### src/rtl/buzzer_pkg.sv
// Shared types and note tables for the buzzer tone generator.
// Holds the FSM state enum, note indices and divisor helper.
package buzzer_pkg;

    typedef enum logic [1:0] {
        IDLE,
        PLAY,
        REST
    } state_t;

    localparam logic [3:0] NOTE_C4   = 4'd0;
    localparam logic [3:0] NOTE_D4   = 4'd1;
    localparam logic [3:0] NOTE_E4   = 4'd2;
    localparam logic [3:0] NOTE_F4   = 4'd3;
    localparam logic [3:0] NOTE_G4   = 4'd4;
    localparam logic [3:0] NOTE_A4   = 4'd5;
    localparam logic [3:0] NOTE_B4   = 4'd6;
    localparam logic [3:0] NOTE_C5   = 4'd7;
    localparam logic [3:0] NOTE_D5   = 4'd8;
    localparam logic [3:0] NOTE_E5   = 4'd9;
    localparam logic [3:0] NOTE_F5   = 4'd10;
    localparam logic [3:0] NOTE_G5   = 4'd11;
    localparam logic [3:0] NOTE_A5   = 4'd12;
    localparam logic [3:0] NOTE_B5   = 4'd13;
    localparam logic [3:0] NOTE_C6   = 4'd14;
    localparam logic [3:0] NOTE_REST = 4'd15;

    // Nominal note frequencies in centi-Hz (rounded), C4..C6.
    localparam int unsigned NOTE_CHZ [15] = '{
        26163, 29366, 32963, 34923, 39200, 44000, 49388,
        52325, 58733, 65926, 69846, 78399, 88000, 98777,
        104650
    };

    // Semitone offset of each diatonic index from C4.
    localparam int NOTE_SEMI [15] = '{
        0, 2, 4, 5, 7, 9, 11, 12, 14, 16, 17, 19, 21, 23, 24
    };

    // Half-period in clocks, computed from the exact tempered
    // frequency so large CLK_HZ values keep full precision.
    function automatic int half_per_calc(
        input int clk_hz,
        input int idx,
        input int div_w
    );
        real f_hz;
        real hp_r;
        int  hp;
        int  hp_max;
        if (idx < 0 || idx > 14) begin
            return 0;
        end
        hp_max = (div_w >= 31) ? 32'h7fff_ffff
                               : (1 << div_w) - 1;
        f_hz = 440.0 *
            (2.0 ** (real'(NOTE_SEMI[idx] - 9) / 12.0));
        hp_r = real'(clk_hz) / (2.0 * f_hz);
        hp   = $rtoi(hp_r + 0.5);
        if (hp > hp_max) hp = hp_max;
        if (hp < 2) hp = 2;
        return hp;
    endfunction

endpackage

### src/rtl/note_divider_rom.sv
// Note index to half-period divisor, built at elaboration.
// Ports: key (note index) -> half_per (clocks per half cycle).
module note_divider_rom
    import buzzer_pkg::*;
#(
    parameter int CLK_HZ = 100_000_000,
    parameter int DIV_W  = 18
) (
    input  logic [3:0]       key,
    output logic [DIV_W-1:0] half_per
);

    logic [DIV_W-1:0] rom [16];

    // Index 15 (rest) yields 0; it is never loaded.
    for (genvar i = 0; i < 16; i++) begin : g_rom
        localparam int HP = half_per_calc(CLK_HZ, i, DIV_W);
        assign rom[i] = HP[DIV_W-1:0];
    end

    assign half_per = rom[key];

endmodule

### src/rtl/buzzer_tone_gen.sv
// Square-wave buzzer driver gated by a song player's note.
// Ports: clk, rst_n, key_on, key, mute -> speaker, sounding, note_q.
module buzzer_tone_gen
    import buzzer_pkg::*;
#(
    parameter int CLK_HZ = 100_000_000,
    parameter int DIV_W  = 18
) (
    input  logic       clk,
    input  logic       rst_n,
    input  logic       key_on,
    input  logic [3:0] key,
    input  logic       mute,
    output logic       speaker,
    output logic       sounding,
    output logic [3:0] note_q
);

    state_t           state;
    state_t           state_d;
    logic             key_on_q;
    logic [DIV_W-1:0] cnt;
    logic [DIV_W-1:0] cnt_d;
    logic [DIV_W-1:0] half_per;
    logic [DIV_W-1:0] half_d;
    logic [DIV_W-1:0] rom_half;
    logic             phase;
    logic             phase_d;
    logic [3:0]       note_d;
    logic             rise;

    note_divider_rom #(
        .CLK_HZ (CLK_HZ),
        .DIV_W  (DIV_W)
    ) u_rom (
        .key      (key),
        .half_per (rom_half)
    );

    assign rise = key_on & ~key_on_q;

    always_ff @(posedge clk) begin
        if (!rst_n) begin
            state    <= IDLE;
            key_on_q <= 1'b0;
            cnt      <= '0;
            half_per <= '0;
            phase    <= 1'b0;
            note_q   <= '0;
        end else begin
            state    <= state_d;
            key_on_q <= key_on;
            cnt      <= cnt_d;
            half_per <= half_d;
            phase    <= phase_d;
            note_q   <= note_d;
        end
    end

    always_comb begin
        state_d = state;
        cnt_d   = cnt;
        half_d  = half_per;
        phase_d = phase;
        note_d  = note_q;
        if (rise) begin
            note_d  = key;
            cnt_d   = '0;
            phase_d = 1'b0;
            if (key == NOTE_REST) begin
                state_d = REST;
            end else begin
                state_d = PLAY;
                half_d  = rom_half;
            end
        end else if (!key_on) begin
            state_d = IDLE;
            cnt_d   = '0;
            phase_d = 1'b0;
        end else if (state == PLAY) begin
            if (cnt == half_per - 1'b1) begin
                cnt_d   = '0;
                phase_d = ~phase;
            end else begin
                cnt_d = cnt + 1'b1;
            end
        end
    end

    // Mute only masks the output; phase keeps running underneath.
    assign speaker  = phase & ~mute;
    assign sounding = (state == PLAY);

endmodule

### config.mk
export PLATFORM = sky130hd
export DESIGN_NAME = buzzer_tone_gen
export DESIGN_NICKNAME = d
export VERILOG_FILES = /design/src/rtl/buzzer_pkg.sv /design/src/rtl/note_divider_rom.sv /design/src/rtl/buzzer_tone_gen.sv
export SDC_FILE = /design/constraint.sdc
export NUM_CORES = 1
export LEC_CHECK = 0
export ABC_AREA = 1
export CAP_MARGIN = 20
export CORE_MARGIN = 3
export CORE_UTILIZATION = 55
export CTS_CLUSTER_SIZE = 10
export DETAILED_ROUTE_END_ITERATION = 10
export HOLD_SLACK_MARGIN = 0.03
export PLACE_DENSITY = 0.74
export REMOVE_ABC_BUFFERS = 1
export SYNTH_ARGS = -nofsm -noshare
export SYNTH_HDL_FRONTEND = slang
export SYNTH_SLANG_ARGS = --single-unit
### constraint.sdc
create_clock -name clk -period 2.4 [get_ports clk]
set_input_delay 0.6 -clock clk [delete_from_list [all_inputs] [get_ports clk]]
set_output_delay 0.6 -clock clk [all_outputs]
set_load 0.02 [all_outputs]
==> results of run 1 <==
through the flow:
stage / instance area [µm²] / total power (W)
global placement: 3370 / 0.00130
floorplan: 3030 / 0.00115
finish: 3470 / 0.00178
detailed placement: 3370 / 0.00130
global route: 3470 / 0.00190
CTS: 3460 / 0.00179
worst max-delay path by stage:
stage | start | to | slack [ns] | cells past startpoint
finish | mute | speaker | 0.10 | 3
global route | half_per[0] | cnt[9] | 0.007 | 13
CTS | mute | speaker | 0.09 | 3
detailed placement | mute | speaker | 0.09 | 3
global placement | mute | speaker | 0.09 | 3
floorplan | key[0] | half_per[10] | 0.55 | 7
cell type report:
cell class / instances / share of cell area, %
inverter: 70 / 7.57
clock inverter: 1 / 0.216
timing repair buffer: 27 / 7.14
clock buffer: 7 / 2.49
multi-input combinational: 367 / 54.7
sequential: 44 / 25.4
tap: 70 / 2.52
power by group through the flow:
stage / clock [W] / sequential (W) / combinational (W)
global placement: 0 / 0.000817 / 0.000479
global route: 0.000535 / 0.000804 / 0.000560
CTS: 0.000498 / 0.000800 / 0.000488
finish: 0.000485 / 0.000801 / 0.000497
detailed placement: 0 / 0.000817 / 0.000486
floorplan: 0 / 0.000811 / 0.000340
cells in the final DEF (no fill, tap or decap), drive strengths merged, types with 9 or more instances in the layout:
cell type / n
a21oi: 19
buf: 14
clkdlybuf4s50: 13
dfxtp: 44
ha: 9
inv: 68
nand2: 134
nand3: 30
nand4: 16
nor2: 78
o21ai: 29
xnor2: 9
xor2: 10
state kept, by name (all words and copies together), names as in the netlist:
register,flops
cnt,18
state,2
key_on_q,1
phase,1
note_q,4
half_per,18
worst reg2reg max path: cells and delay by family, from the launching register on:
| kind | cells | cell delay [ns] |
|---|---|---|
| flip-flops | 1 | 0.33 |
| adder cells (fa/ha/maj) | 1 | 0.28 |
| AND/OR/NAND/NOR | 11 | 1.37 |
| buffers and inverters | 1 | 0.15 |
kinds of logic (layout without fill, tap and decap cells):
family,count (synthesis),in the layout,synth area share (%)
AND/OR/NAND/NOR,268,268,39.2
buffers and inverters,78,105,9.60
AO/OA/AOI/OAI,71,71,13.4
flip-flops,44,44,28.7
XOR/XNOR,19,19,5.43
adder cells (fa/ha/maj),9,9,3.68
per-layer routing:
layer	GRT usage, %	part of all wire, %	vias to the layer above
met5	0	0	-
met4	9.46	2.0	0
met3	5.27	6.2	18
met2	39.7	42	108
met1	38.4	50	1417
li1	-	-	1629
==> results.json, run 1 <==
{
  "status": "completed",
  "synth-main-ff-cell": "dfxtp_1",
  "cts_buffer_depth": 2,
  "area_delta_synth_final_pct": 13.2,
  "required_ns": 1.80,
  "seq_area_frac_synth_pct": 28.7,
  "crit_type": "in -> out",
  "via_count": 3172,
  "fin_ws_ns": 0.100,
  "p_switching_w": 0.000604,
  "die-area_um2": 6500,
  "synth_top_area_cell": "dfxtp_1",
  "synth.most_common_cell": "nand2_1",
  "hp-class": "reg -> reg",
  "final_max_slew_viol_count": 0,
  "dp_cells": 578,
  "grt_max_degree": 28,
  "syn_avg_cell_area_um2": 6.27,
  "grtUsageTotal_pct": 26.9,
  "num_antenna_cells": 0,
  "post-place-ws_ns": 0.0882,
  "cts_tree": "done",
  "synthCells": 489,
  "worstPathCellList": "clkdlybuf4s50_1 > nor2_1 > clkdlybuf4s50_1",
  "die_width_um": 80.6,
  "numPortBuffers": 13,
  "netlist_area_um2": 3060,
  "ir_worst_vdd_mv": 0.310,
  "synth-seq-cells": 44,
  "antenna_left": 0,
  "worstHoldEndpoint": "half_per[17]",
  "start_util_pct": 58.5,
  "numCtsBuffers": 5,
  "crit_arrival_ns": 1.70,
  "rsz0062_at_grt": "false",
  "period_needed_ns": 2.30,
  "timing.rr.start": "half_per[0]",
  "synth_edf_count": 0,
  "netlist.area_leader.share_pct": 28.7,
  "postCtsSetupBuffers": 0,
  "die_h_um": 80.6,
  "place_hpwl_mm": 6.52,
  "regArea_um2": 881,
  "slowest_delay_ns": 0.61,
  "post_cts_resized": 0,
  "clock_power_share_pct": 27.2,
  "cp-start-kind": "input port",
  "cts.sinks": 44,
  "drtPass1Iterations": 5,
  "cts_hold_buf": 0,
  "multi_input_area_um2": 1900,
  "crit_top_cell": "clkdlybuf4s50_1",
  "fin_tns_setup_ns": 0,
  "core_um2": 5240,
  "crit_family": "buffers and inverters",
  "fillers": 490,
  "grt_overflow": 0,
  "stdcell_count": 586,
  "whs_ns": 0.493,
  "ff2ff_setup_slack_ns": 0.18,
  "htree_levels": 2,
  "p_comb_share_pct": 27.9,
  "num_rows": 26,
  "power_density_nw_per_um2": 514,
  "root_buffer": "clkbuf_8",
  "power_leakage_nw": 1.59,
  "synth_area_leaders": "dfxtp_1 29%, nand2_1 16%, inv_1 8.2%",
  "drtIter0Drc": 205,
  "fin_skew_ns": 0.00716,
  "regToRegEndpoint": "cnt[9]",
  "crit_path_end_kind": "output port",
  "routedWlPerCell_um": 13.9,
  "timing.final.crit_share_pct": 95.8,
  "maxCapViolCount": 0,
  "hold_depth": 2,
  "grt_pass1_vias": 2853,
  "swShare_pct": 33.9,
  "clock_latency_ns": 0.30,
  "place_congestion": 0.924,
  "relSlewSlack_pct": 75.3,
  "setup_viol": 0,
  "p_int_w": 0.00118,
  "grt_pass1_wl_mm": 13.4,
  "fin_nets": 532,
  "antenna_found_initial": 0,
  "drc": 0,
  "io_pins": 14,
  "crit_buf_inv": 2,
  "hold_start": "half_per[17]",
  "fmax_mhz": 435,
  "via_per_inst": 5.41,
  "drive_gt1_share_pct": 8.72,
  "synth_cell_types": 35,
  "seqPwrFrac_pct": 44.9,
  "synth_common_cells": "129 x nand2_1, 67 x inv_1, 66 x nor2_1, 44 x dfxtp_1, 28 x o21ai_0",
  "slowest_stage": "clkdlybuf4s50_1",
  "r2r_cells": 13,
  "routed_wl_mm": 8.16,
  "ys_warn_count": 0,
  "hold_viol_final": 0,
  "critPathMaxFanout": 1,
  "async_flop_share_pct": 0,
  "postLayoutCoreUtil_pct": 66.2,
  "worst_slew_pin_slew_ns": 0.370,
  "clk_pin_slew_ns": 0.08
}
Note: power is estimated with default switching activity, not from simulation.
==> inputs of run 2 (changes only) <==
--- a/config.mk
+++ b/config.mk
@@ -12,7 +12,7 @@
 export CTS_CLUSTER_SIZE = 10
 export DETAILED_ROUTE_END_ITERATION = 10
 export HOLD_SLACK_MARGIN = 0.03
-export PLACE_DENSITY = 0.74
+export PLACE_DENSITY = 0.76
 export REMOVE_ABC_BUFFERS = 1
 export SYNTH_ARGS = -nofsm -noshare
 export SYNTH_HDL_FRONTEND = slang
==> constraint.sdc (replaced) <==
create_clock -name clk -period 1.9 [get_ports clk]
set_input_delay 0.475 -clock clk [delete_from_list [all_inputs] [get_ports clk]]
set_output_delay 0.475 -clock clk [all_outputs]
set_load 0.02 [all_outputs]
==> results.json, run 2 (synthesized netlist as in run 1, its figures left out) <==
{
  "final_max_slew_viol_count": 0,
  "finalPower_w": 0.00253,
  "die_h_um": 80.6,
  "num_rows": 26,
  "fin_tns_setup_ns": -0.228,
  "relSlewSlack_pct": 77.8,
  "die_width_um": 80.6,
  "clk_pin_slew_ns": 0.09,
  "maxCapViolCount": 0,
  "hold_start": "half_per[17]",
  "io_pins": 14,
  "numPortBuffers": 13,
  "fin_nets": 558,
  "slowest_delay_ns": 0.37,
  "start_util_pct": 58.5,
  "num_antenna_cells": 0,
  "routed_wl_mm": 8.98,
  "core_um2": 5240,
  "grt_max_degree": 28,
  "crit_family": "simple AND/OR/NAND/NOR gates",
  "grt_pass1_vias": 3137,
  "via_per_inst": 5.58,
  "grt_overflow": 0,
  "fin_skew_ns": 0.00803,
  "status": "finished, violations left",
  "die-area_um2": 6500,
  "rsz0062_at_grt": "true",
  "final_common_cell": "nand2_1",
  "slowest_stage": "dfxtp_4",
  "fmax_mhz": 517,
  "setup_viol": 11,
  "period_needed_ns": 1.93,
  "hold_viol_final": 0,
  "critPathMaxFanout": 6,
  "clock_latency_ns": 0.30,
  "cts.sinks": 44,
  "fin_ws_ns": -0.0338,
  "stdcell_count": 612,
  "hp-class": "reg -> reg",
  "cts_buffer_depth": 2,
  "antenna_found_initial": 0,
  "antenna_left": 0,
  "drive_gt1_share_pct": 19.9,
  "root_buffer": "clkbuf_8",
  "grtUsageTotal_pct": 28.7,
  "final_cell_mix": "119 x nand2_1, 64 x inv_1, 57 x nor2_1, 37 x buf_4, 36 x dfxtp_1",
  "cp-start-kind": "register",
  "cts_tree": "done",
  "crit_buf_inv": 2,
  "crit_type": "reg -> reg",
  "power_leakage_nw": 1.77,
  "dp_cells": 602,
  "worst_slew_pin_slew_ns": 0.330,
  "cts_hold_buf": 0,
  "timing.rr.start": "half_per[1]",
  "top_regs": "cnt (18), half_per (18), note_q (4)",
  "ir_worst_vdd_mv": 0.562,
  "whs_ns": 0.500,
  "violations": "setup timing",
  "cp-startpoint": "half_per[1]",
  "area_delta_synth_final_pct": 25.2,
  "via_count": 3418,
  "timing.final.crit_share_pct": 102,
  "place_hpwl_mm": 6.77,
  "fillers": 452,
  "crit_arrival_ns": 2.14,
  "place_congestion": 1.00,
  "drtPass1Iterations": 5,
  "htree_levels": 2,
  "required_ns": 2.11,
  "grt_pass1_wl_mm": 14.5,
  "numCtsBuffers": 5,
  "postLayoutCoreUtil_pct": 73.3,
  "worstPathCellList": "inv_2 > ha_4 > nand2_4 > nor2_4 > nand3b_1 > nand2_2 > nand2_1 > nor2_1 > nand2_1 > nor2_4 > nand3_2 > nand4_1 > inv_1",
  "routedWlPerCell_um": 14.7,
  "crit_path_end_kind": "register",
  "drc": 0,
  "drtIter0Drc": 228,
  "power_density_nw_per_um2": 659
}
[run 2: cell count changes in the layout (fill, tap and decap cells not counted), sizes merged]
cell,before,now
dlygate4sd2,0,2
nand3,30,31
bufinv,0,1
clkdlybuf4s50,13,11
buf,14,39
clkinvlp,1,0
clkinv,2,3
clkbuf,7,6
[run 2: layout make-up]
type / instances / area (µm²) / area share (%)
Tap cell: 70 / 87.6 / 2.28
Inverter: 70 / 263 / 6.85
Clock inverter: 2 / 38.8 / 1.01
Timing Repair Buffer: 52 / 437 / 11.4
Multi-Input combinational cell: 368 / 2040 / 53.0
Clock buffer: 6 / 82.6 / 2.15
Sequential cell: 44 / 893 / 23.3
[run 2: stage by stage]
step	instance area [µm²]	worst slack (ns)
detailed placement	3550	-0.165
global route	3840	-0.147
global placement	3550	-0.151
finish	3840	-0.0338
CTS	3720	0.00419
floorplan	3030	0.105
[run 2: tightest hold or removal path: cells and delay by family (launching register included)]
| family | cells | cell delay (ns) |
|---|---|---|
| compound gates | 1 | 0.06 |
| flops | 1 | 0.33 |
| simple gates | 1 | 0.07 |
[run 2: worst paths after layout]
| kind | endpoint | slack (ns) | cells after the start |
|---|---|---|---|
| max | cnt[15] | -0.03 | 13 |
| min | half_per[17] | 0.50 | 2 |
| max reg2reg | cnt[15] | -0.03 | 13 |
| min reg2reg | half_per[17] | 0.50 | 2 |
[run 2: per-layer routing]
layer  vias up  global-route usage, %  routed length (µm)
met3        30                   5.38                 513
met2       113                   46.5                4040
li1       1690                      -                   -
met5         -                      0                   0
met1      1585                   39.0                4200
met4         0                   7.60                 221
[run 2: repair_timing]
| action | in CTS | in global routing |
|---|---|---|
| endpoints found under the hold margin | 0 | 0 |
| gates cloned | 1 | 0 |
| pin swaps | 5 | 15 |
| setup buffers | 0 | 1 |
| setup endpoints to repair | 21 | 20 |
| gates resized for setup | 15 | 36 |
[run 2: power breakdown]
part / internal, W / leakage, nW / switching, W / total [W]
clock network: 0.000430 / 0.0614 / 0.000339 / 0.000769
logic: 0.000296 / 1.34 / 0.000446 / 0.000742
registers: 0.000963 / 0.363 / 0.0000548 / 0.00102
